<file path="src/rtl/ctrl_decode_pipe.sv">
`timescale 1ns/1ps
// RV32 main control decoder with ID/EX, EX/MEM and MEM/WB control registers.
// Includes load-use stall detection, a branch flush of the ID slot and illegal-opcode flagging.
module ctrl_decode_pipe #(
    parameter int ALUOP_W    = 2,
    parameter int REG_AW     = 5,
    parameter bit EN_IMM_ALU = 1'b1,
    parameter bit EN_JUMP    = 1'b1
) (
    input  logic               clk,
    input  logic               rst_n,
    input  logic               id_valid,
    input  logic [31:0]        id_inst,
    input  logic               flush,
    output logic               id_stall,
    output logic               id_illegal,
    output logic               ex_alusrc,
    output logic [ALUOP_W-1:0] ex_aluop,
    output logic               ex_branch,
    output logic               ex_jump,
    output logic [REG_AW-1:0]  ex_rs1,
    output logic [REG_AW-1:0]  ex_rs2,
    output logic [REG_AW-1:0]  ex_rd,
    output logic               mem_memrd,
    output logic               mem_memwr,
    output logic [REG_AW-1:0]  mem_rd,
    output logic               mem_regwr,
    output logic               wb_regwr,
    output logic               wb_mem2reg,
    output logic [REG_AW-1:0]  wb_rd
);

    localparam logic [6:0] OP_R      = 7'b0110011;
    localparam logic [6:0] OP_LOAD   = 7'b0000011;
    localparam logic [6:0] OP_STORE  = 7'b0100011;
    localparam logic [6:0] OP_BRANCH = 7'b1100011;
    localparam logic [6:0] OP_IMM    = 7'b0010011;
    localparam logic [6:0] OP_LUI    = 7'b0110111;
    localparam logic [6:0] OP_JAL    = 7'b1101111;
    localparam logic [6:0] OP_JALR   = 7'b1100111;

    typedef struct packed {
        logic               alusrc;
        logic [ALUOP_W-1:0] aluop;
        logic               branch;
        logic               jump;
        logic [REG_AW-1:0]  rs1;
        logic [REG_AW-1:0]  rs2;
        logic [REG_AW-1:0]  rd;
        logic               memrd;
        logic               memwr;
        logic               regwr;
        logic               mem2reg;
    } idex_t;

    typedef struct packed {
        logic              memrd;
        logic              memwr;
        logic              regwr;
        logic              mem2reg;
        logic [REG_AW-1:0] rd;
    } exmem_t;

    typedef struct packed {
        logic              regwr;
        logic              mem2reg;
        logic [REG_AW-1:0] rd;
    } memwb_t;

    logic [6:0]        opcode;
    logic [REG_AW-1:0] f_rs1;
    logic [REG_AW-1:0] f_rs2;
    logic [REG_AW-1:0] f_rd;
    logic              dec_illegal;
    logic              use_rs1;
    logic              use_rs2;
    logic              writes_reg;
    logic [1:0]        dec_aluop;
    idex_t             dec_b;
    logic              ex_hit;
    logic              load_bubble;
    logic              unused_inst_bits;

    idex_t  idex_d,  idex_q;
    exmem_t exmem_d, exmem_q;
    memwb_t memwb_d, memwb_q;

    assign opcode           = id_inst[6:0];
    assign f_rs1            = REG_AW'(id_inst[19:15]);
    assign f_rs2            = REG_AW'(id_inst[24:20]);
    assign f_rd             = REG_AW'(id_inst[11:7]);
    assign unused_inst_bits = ^{id_inst[31:25], id_inst[14:12]};

    // Opcode decode; disabled or unknown opcodes leave the bundle all-zero.
    always_comb begin
        dec_b       = '0;
        dec_illegal = 1'b0;
        use_rs1     = 1'b0;
        use_rs2     = 1'b0;
        writes_reg  = 1'b0;
        dec_aluop   = 2'b00;
        case (opcode)
            OP_R: begin
                writes_reg = 1'b1;
                dec_aluop  = 2'b10;
                use_rs1    = 1'b1;
                use_rs2    = 1'b1;
            end
            OP_LOAD: begin
                dec_b.alusrc  = 1'b1;
                dec_b.mem2reg = 1'b1;
                dec_b.memrd   = 1'b1;
                writes_reg    = 1'b1;
                use_rs1       = 1'b1;
            end
            OP_STORE: begin
                dec_b.alusrc = 1'b1;
                dec_b.memwr  = 1'b1;
                use_rs1      = 1'b1;
                use_rs2      = 1'b1;
            end
            OP_BRANCH: begin
                dec_b.branch = 1'b1;
                dec_aluop    = 2'b01;
                use_rs1      = 1'b1;
                use_rs2      = 1'b1;
            end
            OP_IMM: begin
                if (EN_IMM_ALU) begin
                    dec_b.alusrc = 1'b1;
                    writes_reg   = 1'b1;
                    dec_aluop    = 2'b11;
                    use_rs1      = 1'b1;
                end else begin
                    dec_illegal = 1'b1;
                end
            end
            OP_LUI: begin
                if (EN_IMM_ALU) begin
                    dec_b.alusrc = 1'b1;
                    writes_reg   = 1'b1;
                end else begin
                    dec_illegal = 1'b1;
                end
            end
            OP_JAL: begin
                if (EN_JUMP) begin
                    dec_b.jump = 1'b1;
                    writes_reg = 1'b1;
                end else begin
                    dec_illegal = 1'b1;
                end
            end
            OP_JALR: begin
                if (EN_JUMP) begin
                    dec_b.alusrc = 1'b1;
                    dec_b.jump   = 1'b1;
                    writes_reg   = 1'b1;
                    use_rs1      = 1'b1;
                end else begin
                    dec_illegal = 1'b1;
                end
            end
            default: dec_illegal = 1'b1;
        endcase
        dec_b.aluop = ALUOP_W'(dec_aluop);
        dec_b.rs1   = use_rs1 ? f_rs1 : '0;
        dec_b.rs2   = use_rs2 ? f_rs2 : '0;
        dec_b.rd    = writes_reg ? f_rd : '0;
        // x0 is hard-wired zero: never request a write to it.
        dec_b.regwr = writes_reg && (dec_b.rd != '0);
    end

    // Unused source fields are already zeroed, and ex rd of zero never matches.
    always_comb begin
        ex_hit = 1'b0;
        if (idex_q.memrd && (idex_q.rd != '0)) begin
            ex_hit = (use_rs1 && (f_rs1 == idex_q.rd)) ||
                     (use_rs2 && (f_rs2 == idex_q.rd));
        end
    end

    assign id_stall    = id_valid && !dec_illegal && ex_hit;
    assign id_illegal  = id_valid && dec_illegal;
    assign load_bubble = flush || id_stall || !id_valid;

    always_comb begin
        idex_d = load_bubble ? '0 : dec_b;
    end

    always_comb begin
        exmem_d.memrd   = idex_q.memrd;
        exmem_d.memwr   = idex_q.memwr;
        exmem_d.regwr   = idex_q.regwr;
        exmem_d.mem2reg = idex_q.mem2reg;
        exmem_d.rd      = idex_q.rd;
    end

    always_comb begin
        memwb_d.regwr   = exmem_q.regwr;
        memwb_d.mem2reg = exmem_q.mem2reg;
        memwb_d.rd      = exmem_q.rd;
    end

    always_ff @(posedge clk or negedge rst_n) begin
        if (!rst_n) begin
            idex_q  <= '0;
            exmem_q <= '0;
            memwb_q <= '0;
        end else begin
            idex_q  <= idex_d;
            exmem_q <= exmem_d;
            memwb_q <= memwb_d;
        end
    end

    assign ex_alusrc  = idex_q.alusrc;
    assign ex_aluop   = idex_q.aluop;
    assign ex_branch  = idex_q.branch;
    assign ex_jump    = idex_q.jump;
    assign ex_rs1     = idex_q.rs1;
    assign ex_rs2     = idex_q.rs2;
    assign ex_rd      = idex_q.rd;
    assign mem_memrd  = exmem_q.memrd;
    assign mem_memwr  = exmem_q.memwr;
    assign mem_rd     = exmem_q.rd;
    assign mem_regwr  = exmem_q.regwr;
    assign wb_regwr   = memwb_q.regwr;
    assign wb_mem2reg = memwb_q.mem2reg;
    assign wb_rd      = memwb_q.rd;

endmodule

</file>
<file path="config.mk">
export PLATFORM = sky130hd
export DESIGN_NAME = ctrl_decode_pipe
export DESIGN_NICKNAME = d
export VERILOG_FILES = /design/src/rtl/ctrl_decode_pipe.sv
export SDC_FILE = /design/constraint.sdc
export NUM_CORES = 1
export LEC_CHECK = 0
export CELL_PAD_IN_SITES_DETAIL_PLACEMENT = 1
export CELL_PAD_IN_SITES_GLOBAL_PLACEMENT = 1
export CORE_MARGIN = 4
export CORE_UTILIZATION = 27
export CTS_BUF_LIST = sky130_fd_sc_hd__clkbuf_8 sky130_fd_sc_hd__clkbuf_16
export DETAILED_ROUTE_END_ITERATION = 10
export GPL_TIMING_DRIVEN = 0
export PLACE_DENSITY = 0.71
export SLEW_MARGIN = 30
export SYNTH_ARGS = -nofsm -noshare
export SYNTH_HDL_FRONTEND = slang
export SYNTH_SLANG_ARGS = --single-unit
</file>
<file path="constraint.sdc">
create_clock -name clk -period 2.2 [get_ports clk]
set_input_delay 0.44 -clock clk [delete_from_list [all_inputs] [get_ports clk]]
set_output_delay 0.44 -clock clk [all_outputs]
set_load 0.05 [all_outputs]
</file>
==> results.cfg, run 1 <==
[worst_setup_path]
timing.critical_path.max_delay_family = buffers and inverters
rr_startpoint = ex_rd[2]$_DFF_PN0_
regToRegEndpoint = ex_aluop[0]$_DFF_PN0_
timing.critical_path.slowest_stage_cell = dlygate4sd2_1
timing.critical_path.to_type = primary output
register_to_register_setup_slack_ps = 250
crit_fanout = 2
worstPathArrival_ps = 1830
worstSetupStartpoint = id_inst[1]
worst-path-buf-inv = 3
timing.critical_path.from_type = input port
critical_path.cell_chain = dlygate4sd2_1, nand4bb_4, a211oi_4, nand4_1, a21oi_4, buf_6, buf_8
worst-r2r-cell-count = 6
crit_path_max_incr_delay_ps = 270
cp.required_ps = 1760
timing.setup.critical_path_class = in2out

[timing]
setup_violations = 1
setup_slack_of_the_critical_path_after_layout_ps = -72.8
rsz_0062_raised_after_global_routing = yes
period_minus_slack_ps = 2270
max-slew-margin-rel_pct = 65.7
highest_clock_rate_ghz = 0.440
clock_skew_ps = 2.67
final-hold-violation-count = 0
worst_pin_slew_ps = 514
final-max-slew-violation-count = 0
final.period_utilization_pct = 103

[drt]
finalWirelength_um = 4050
dr_drc_count = 0
post_drt_antenna_nets = 0
via_per_inst = 4.47
vias = 1295
detailedRoute.firstIterationViolations = 50
dr.pass1.iters = 4
drt-wirelength-per-cell_um = 14.0

[placed_design]
finalWeightedCongestion = 0.745
pre_cts_ws_ps = -1580
place.detailed.hpwl_um = 2990
placement.io_buffers = 61
postPlaceCellArea_mm2 = 0.00228

[yosys]
synth_sequential_area_ratio_pct = 60.9
postSynthAreaPerCell_um2 = 11.7
synth_top_cell_by_area = dfrtp_1
synth_top_cells_by_count = dfrtp_1 (38), nor2_1 (19), nand3_1 (16)
postSynthNetCount = 169
post-synth-top-count-cell = dfrtp_1
synthDominantCellAreaShare_pct = 60.9
edff_count_synth = 0
ys.warnings.count = 0
syn-instance-count = 133
synth_ff_type = dfrtp_1
post_synth_instance_area_mm2 = 0.00156
postSynthRegisterBits = 38
postSynth.asyncResetShare_pct = 100
synthDistinctLibCells = 33
synth_top_cells_by_area = dfrtp_1 (61%), nand3_1 (5.1%), nor2_1 (4.6%), xor2_1 (3.4%), buf_4 (2.4%)

[clocking]
clock_tree_from_tritoncts = done
cts_root_buf = clkbuf_8
cts.hold.buffers_added = 0
clock_insertion_delay_worst_skew_ps = 280
ctsLongestPathBuffers = 2
numCtsBuffers = 5
cts.reportedPaths.clkPinSlew_ps = 70
cts.htree.levels = 2
clock_sinks = 38

[global_routing]
grt_start_max_net_pins = 24
globalRouteTotalUtil_pct = 12.0
antenna_found_initial = 0
first_global_vias = 1351
final_global_route_overflow_total = 0
global_route_wire_length_before_repair_um = 6740

[floorplan]
initial_core_util_pct = 28.0
core_mm2 = 0.00557
design.portCount = 73
design.die.area_mm2 = 0.00706
die_width_um = 84.1
chipHeight_um = 84.1
std_cell_rows = 27

[layout]
register_area_um2 = 956
fillers = 620
layout-drive-gt1-share_pct = 22.5
antenna_cells = 0
area.growth.synth_to_final_pct = 59.9
multi_input_area_um2 = 576
finish.net_count = 253
design_area_mm2 = 0.00250

[min_path]
timing.hold.worst.class = in2async

[power_and_ir_drop]
sequentialPowerShare_pct = 53.3
peakVddDrop_mv = 0.180
report.power.total_mw = 1.32
p_comb_share_pct = 11.0
pwr-share-clk_pct = 35.8
power.static_leakage_nw = 1.17
internal_power_mw = 1.01
p_per_area_mw_per_mm2 = 528
power.switching_uw = 307
p_sw_share_pct = 23.2

[run]
maxCapViolations = 0

[run_status]
status = complete, but fails checks
violated_checks = negative setup slack
==> power by group through the flow <==
stage | registers (mW) | clock network, mW | logic (mW)
CTS | 0.703 | 0.491 | 0.147
floorplan | 0.724 | 0 | 0.0466
finish | 0.703 | 0.472 | 0.145
global placement | 0.716 | 0 | 0.140
global route | 0.703 | 0.524 | 0.159
detailed placement | 0.716 | 0 | 0.147
==> registers in the layout, indices dropped and copies added (netlist names), 2 cells and up <==
register / cells
ex_rd: 5
ex_rs1: 5
ex_aluop: 2
mem_rd: 5
ex_rs2: 5
exmem_d: 3
wb_rd: 5
==> cell type report <==
cell class	instances	area share (%)
clock inverters	2	0.351
clock buffers	6	3.31
well taps	72	3.61
repair buffers	77	28.8
inverters	2	0.301
flip-flops and latches	38	38.3
multi-input cells	85	23.0
plain buffers	8	2.30
==> through the flow <==
stage | std cells | hold slack [ps] | util (%) | setup TNS (ps)
3_3_place_gp | 266 | 336 | 40.6 | -18200
5_1_grt | 290 | 96.5 | 44.8 | -138
2_1_floorplan | 133 | 144 | - | 0
4_1_cts | 284 | 79.0 | 44.2 | -110
3_5_place_dp | 267 | 349 | 41.0 | -12220
6_report | 290 | 77.0 | 44.8 | -72.8
==> worst max-delay path by stage <==
stage,to,slack [ps],depth (start not counted)
6_report,id_stall,-70,7
5_1_grt,id_stall,-140,7
4_1_cts,id_stall,-110,5
3_5_place_dp,id_stall,-1580,7
3_3_place_gp,id_stall,-1600,7
2_1_floorplan,id_stall,5,5
==> cell usage in the layout (no fill, tap or decap), drive strengths merged, types with 2 or more instances in the layout <==
| master | instances |
|---|---|
| o211ai | 2 |
| nor2 | 19 |
| nand2 | 2 |
| nor4b | 2 |
| clkbuf | 7 |
| nor3 | 4 |
| nand3 | 16 |
| o21ai | 3 |
| inv | 3 |
| or4 | 4 |
| dlygate4sd2 | 7 |
| a31oi | 2 |
| a211oi | 2 |
| a21oi | 3 |
| dfrtp | 38 |
| dlymetal6s2s | 2 |
| nand2b | 2 |
| clkdlybuf4s50 | 44 |
| xnor2 | 4 |
| xor2 | 6 |
| buf | 31 |
| nor4 | 3 |
==> kinds of logic after synthesis <==
| group | Yosys count | synth area share (%) |
|---|---|---|
| AOI/OAI and AO/OA | 16 | 8.33 |
| xor gates and xnor gates | 10 | 5.61 |
| buffers and inverters | 10 | 4.17 |
| DFF | 38 | 60.9 |
| and+or+nand+nor | 59 | 21.0 |
==> repair_timing <==
item                       in CTS  in global routing
pin swaps                      11                 10
resized for setup              41                  9
setup buffers                   9                  6
setup endpoints to repair      25                  2
==> metal layers <==
metal	GRT usage (%)	part of all wire, %
met5	0	0
met4	5.56	1.9
met3	2.76	4.6
met2	19.7	50
met1	14.8	43
No activity file was read; power rests on OpenSTA's default activity.
==> run 2: changes to the inputs <==
- REMOVE_ABC_BUFFERS: not set -> 1
- SLEW_MARGIN: 30 -> 20
==> run 2 against run 1 <==
The flow now finishes without violations; via count is 0.39% lower; sequential power hardly changed; fmax is 5.2% higher; utilization is 1.0 points lower; clock power is 52% higher; first-iteration DRC count is 68% lower; wire length is 4.6% higher; design area is 2.3% lower; total power is 18% higher; setup slack better by 110 ps; worst hold slack better by 29 ps; critical path type is now reg2out; highest routed layer unchanged.
==> results.cfg, run 2 (synthesis gave the netlist of run 1 again) <==
[layout]
register_area_um2 = 956
antenna_cells = 0
fillers = 608
commonest_non_fill_non_tap_cell_in_the_layout = clkdlybuf4s50_1
finish.net_count = 240
final_cell_mix = clkdlybuf4s50_1 (45), dfrtp_1 (34), nor2_1 (19)
area.growth.synth_to_final_pct = 56.3
finish.utilization_pct = 43.8
layout-drive-gt1-share_pct = 19.0
finalNonFillerCells = 277
multi_input_area_um2 = 576

[timing]
max-slew-margin-rel_pct = 48.7
final-max-slew-violation-count = 0
rsz_0062_raised_after_global_routing = yes
setup_violations = 0
setup_slack_of_the_critical_path_after_layout_ps = 38.9
final.period_utilization_pct = 98.2
clock_skew_ps = 4.96
highest_clock_rate_ghz = 0.463
worst_pin_slew_ps = 768
period_minus_slack_ps = 2160
final-hold-violation-count = 0

[power_and_ir_drop]
report.power.total_mw = 1.56
p_per_area_mw_per_mm2 = 641
peakVddDrop_mv = 0.265
power.static_leakage_nw = 1.10

[global_routing]
globalRouteTotalUtil_pct = 12.3
antenna_found_initial = 0
final_global_route_overflow_total = 0
grt_start_max_net_pins = 21
first_global_vias = 1360
global_route_wire_length_before_repair_um = 6980

[drt]
drt-wirelength-per-cell_um = 15.3
dr.pass1.iters = 4
finalWirelength_um = 4240
dr_drc_count = 0
post_drt_antenna_nets = 0
detailedRoute.firstIterationViolations = 16
via_per_inst = 4.66
vias = 1290

[run]
maxCapViolations = 0

[floorplan]
die_width_um = 84.1
core_mm2 = 0.00557
design.die.area_mm2 = 0.00706
initial_core_util_pct = 28.0
chipHeight_um = 84.1
std_cell_rows = 27
design.portCount = 73

[worst_setup_path]
cp.required_ps = 1760
timing.critical_path.max_delay_family = simple AND/OR/NAND/NOR gates
worstSetupStartpoint = ex_rd[1]$_DFF_PN0_
worstPathArrival_ps = 1720
worst-path-buf-inv = 1
timing.critical_path.to_type = primary output
worst-r2r-cell-count = 5
timing.critical_path.slowest_stage_cell = or4_4
rr_startpoint = ex_rd[1]$_DFF_PN0_
timing.critical_path.from_type = flop
critical_path.cell_chain = or4_4, o2111ai_4, a21oi_4, buf_6
timing.setup.critical_path_class = reg2out
crit_fanout = 4
crit_path_max_incr_delay_ps = 570
crit_cells = 4

[clocking]
clock_sinks = 38
cts_root_buf = clkbuf_8
ctsLongestPathBuffers = 2
clock_insertion_delay_worst_skew_ps = 280
clock_tree_from_tritoncts = done
cts.htree.levels = 2
cts.hold.buffers_added = 0
cts.reportedPaths.clkPinSlew_ps = 70
numCtsBuffers = 5

[placed_design]
finalWeightedCongestion = 0.782
pre_cts_ws_ps = -1720
place.detailed.hpwl_um = 3150
placed_cells = 260
placement.io_buffers = 62

[run_status]
status = finished clean

[min_path]
timing.hold.worst.class = in2async
## run 2: worst paths after layout
check,to,slack [ps]
min in group clk,mem_memwr$_DFF_PN0_,360
setup / recovery,id_stall,40
setup reg to reg,exmem_d[7]$_DFF_PN0_,310
hold / removal,ex_aluop[1]$_DFF_PN0_,110
hold reg to reg,mem_memwr$_DFF_PN0_,360
max in group asynchronous,ex_rs1[1]$_DFF_PN0_,1640
## run 2: stage by stage
stage	cell area, µm²	hold WS (ps)	setup TNS, ps
detailed placement	2240	344	-15570
global route	2440	134	-16.9
floorplan	1500	144	-76.0
CTS	2440	114	0
global placement	2210	336	-18490
finish	2440	106	0
## run 2: final cells by class
cell class | count | share of cell area [%]
Sequential cell | 38 | 39.2
Timing Repair Buffer | 72 | 27.4
Clock buffer | 6 | 3.38
Multi-Input combinational cell | 85 | 23.6
Inverter | 2 | 0.308
Tap cell | 72 | 3.69
Clock inverter | 2 | 2.46
## run 2: power by group
group	leakage, nW	total, mW	internal [mW]	switching [mW]
sequential	0.524	0.703	0.701	0.00173
clock	0.0714	0.716	0.484	0.233
combinational	0.505	0.145	0.0620	0.0828
total	1.10	1.56	1.25	0.317
## run 2: what timing repair did
action / in CTS / in global routing
gates resized for setup: 46 / 13
pin swaps: 10 / 6
gates cloned: 0 / 0
setup buffers: 7 / 2
endpoints found under the setup margin: 25 / 2
## run 2: per-layer routing
metal / share of wire [%] / wire length, µm / up-vias / global-route usage [%]
li1: - / - / 604 / -
met1: 45 / 1920 / 635 / 16.3
met2: 48 / 2030 / 46 / 20.5
met3: 6.0 / 255 / 5 / 2.67
met4: 0.99 / 42 / 0 / 3.07
met5: 0 / 0 / - / 0
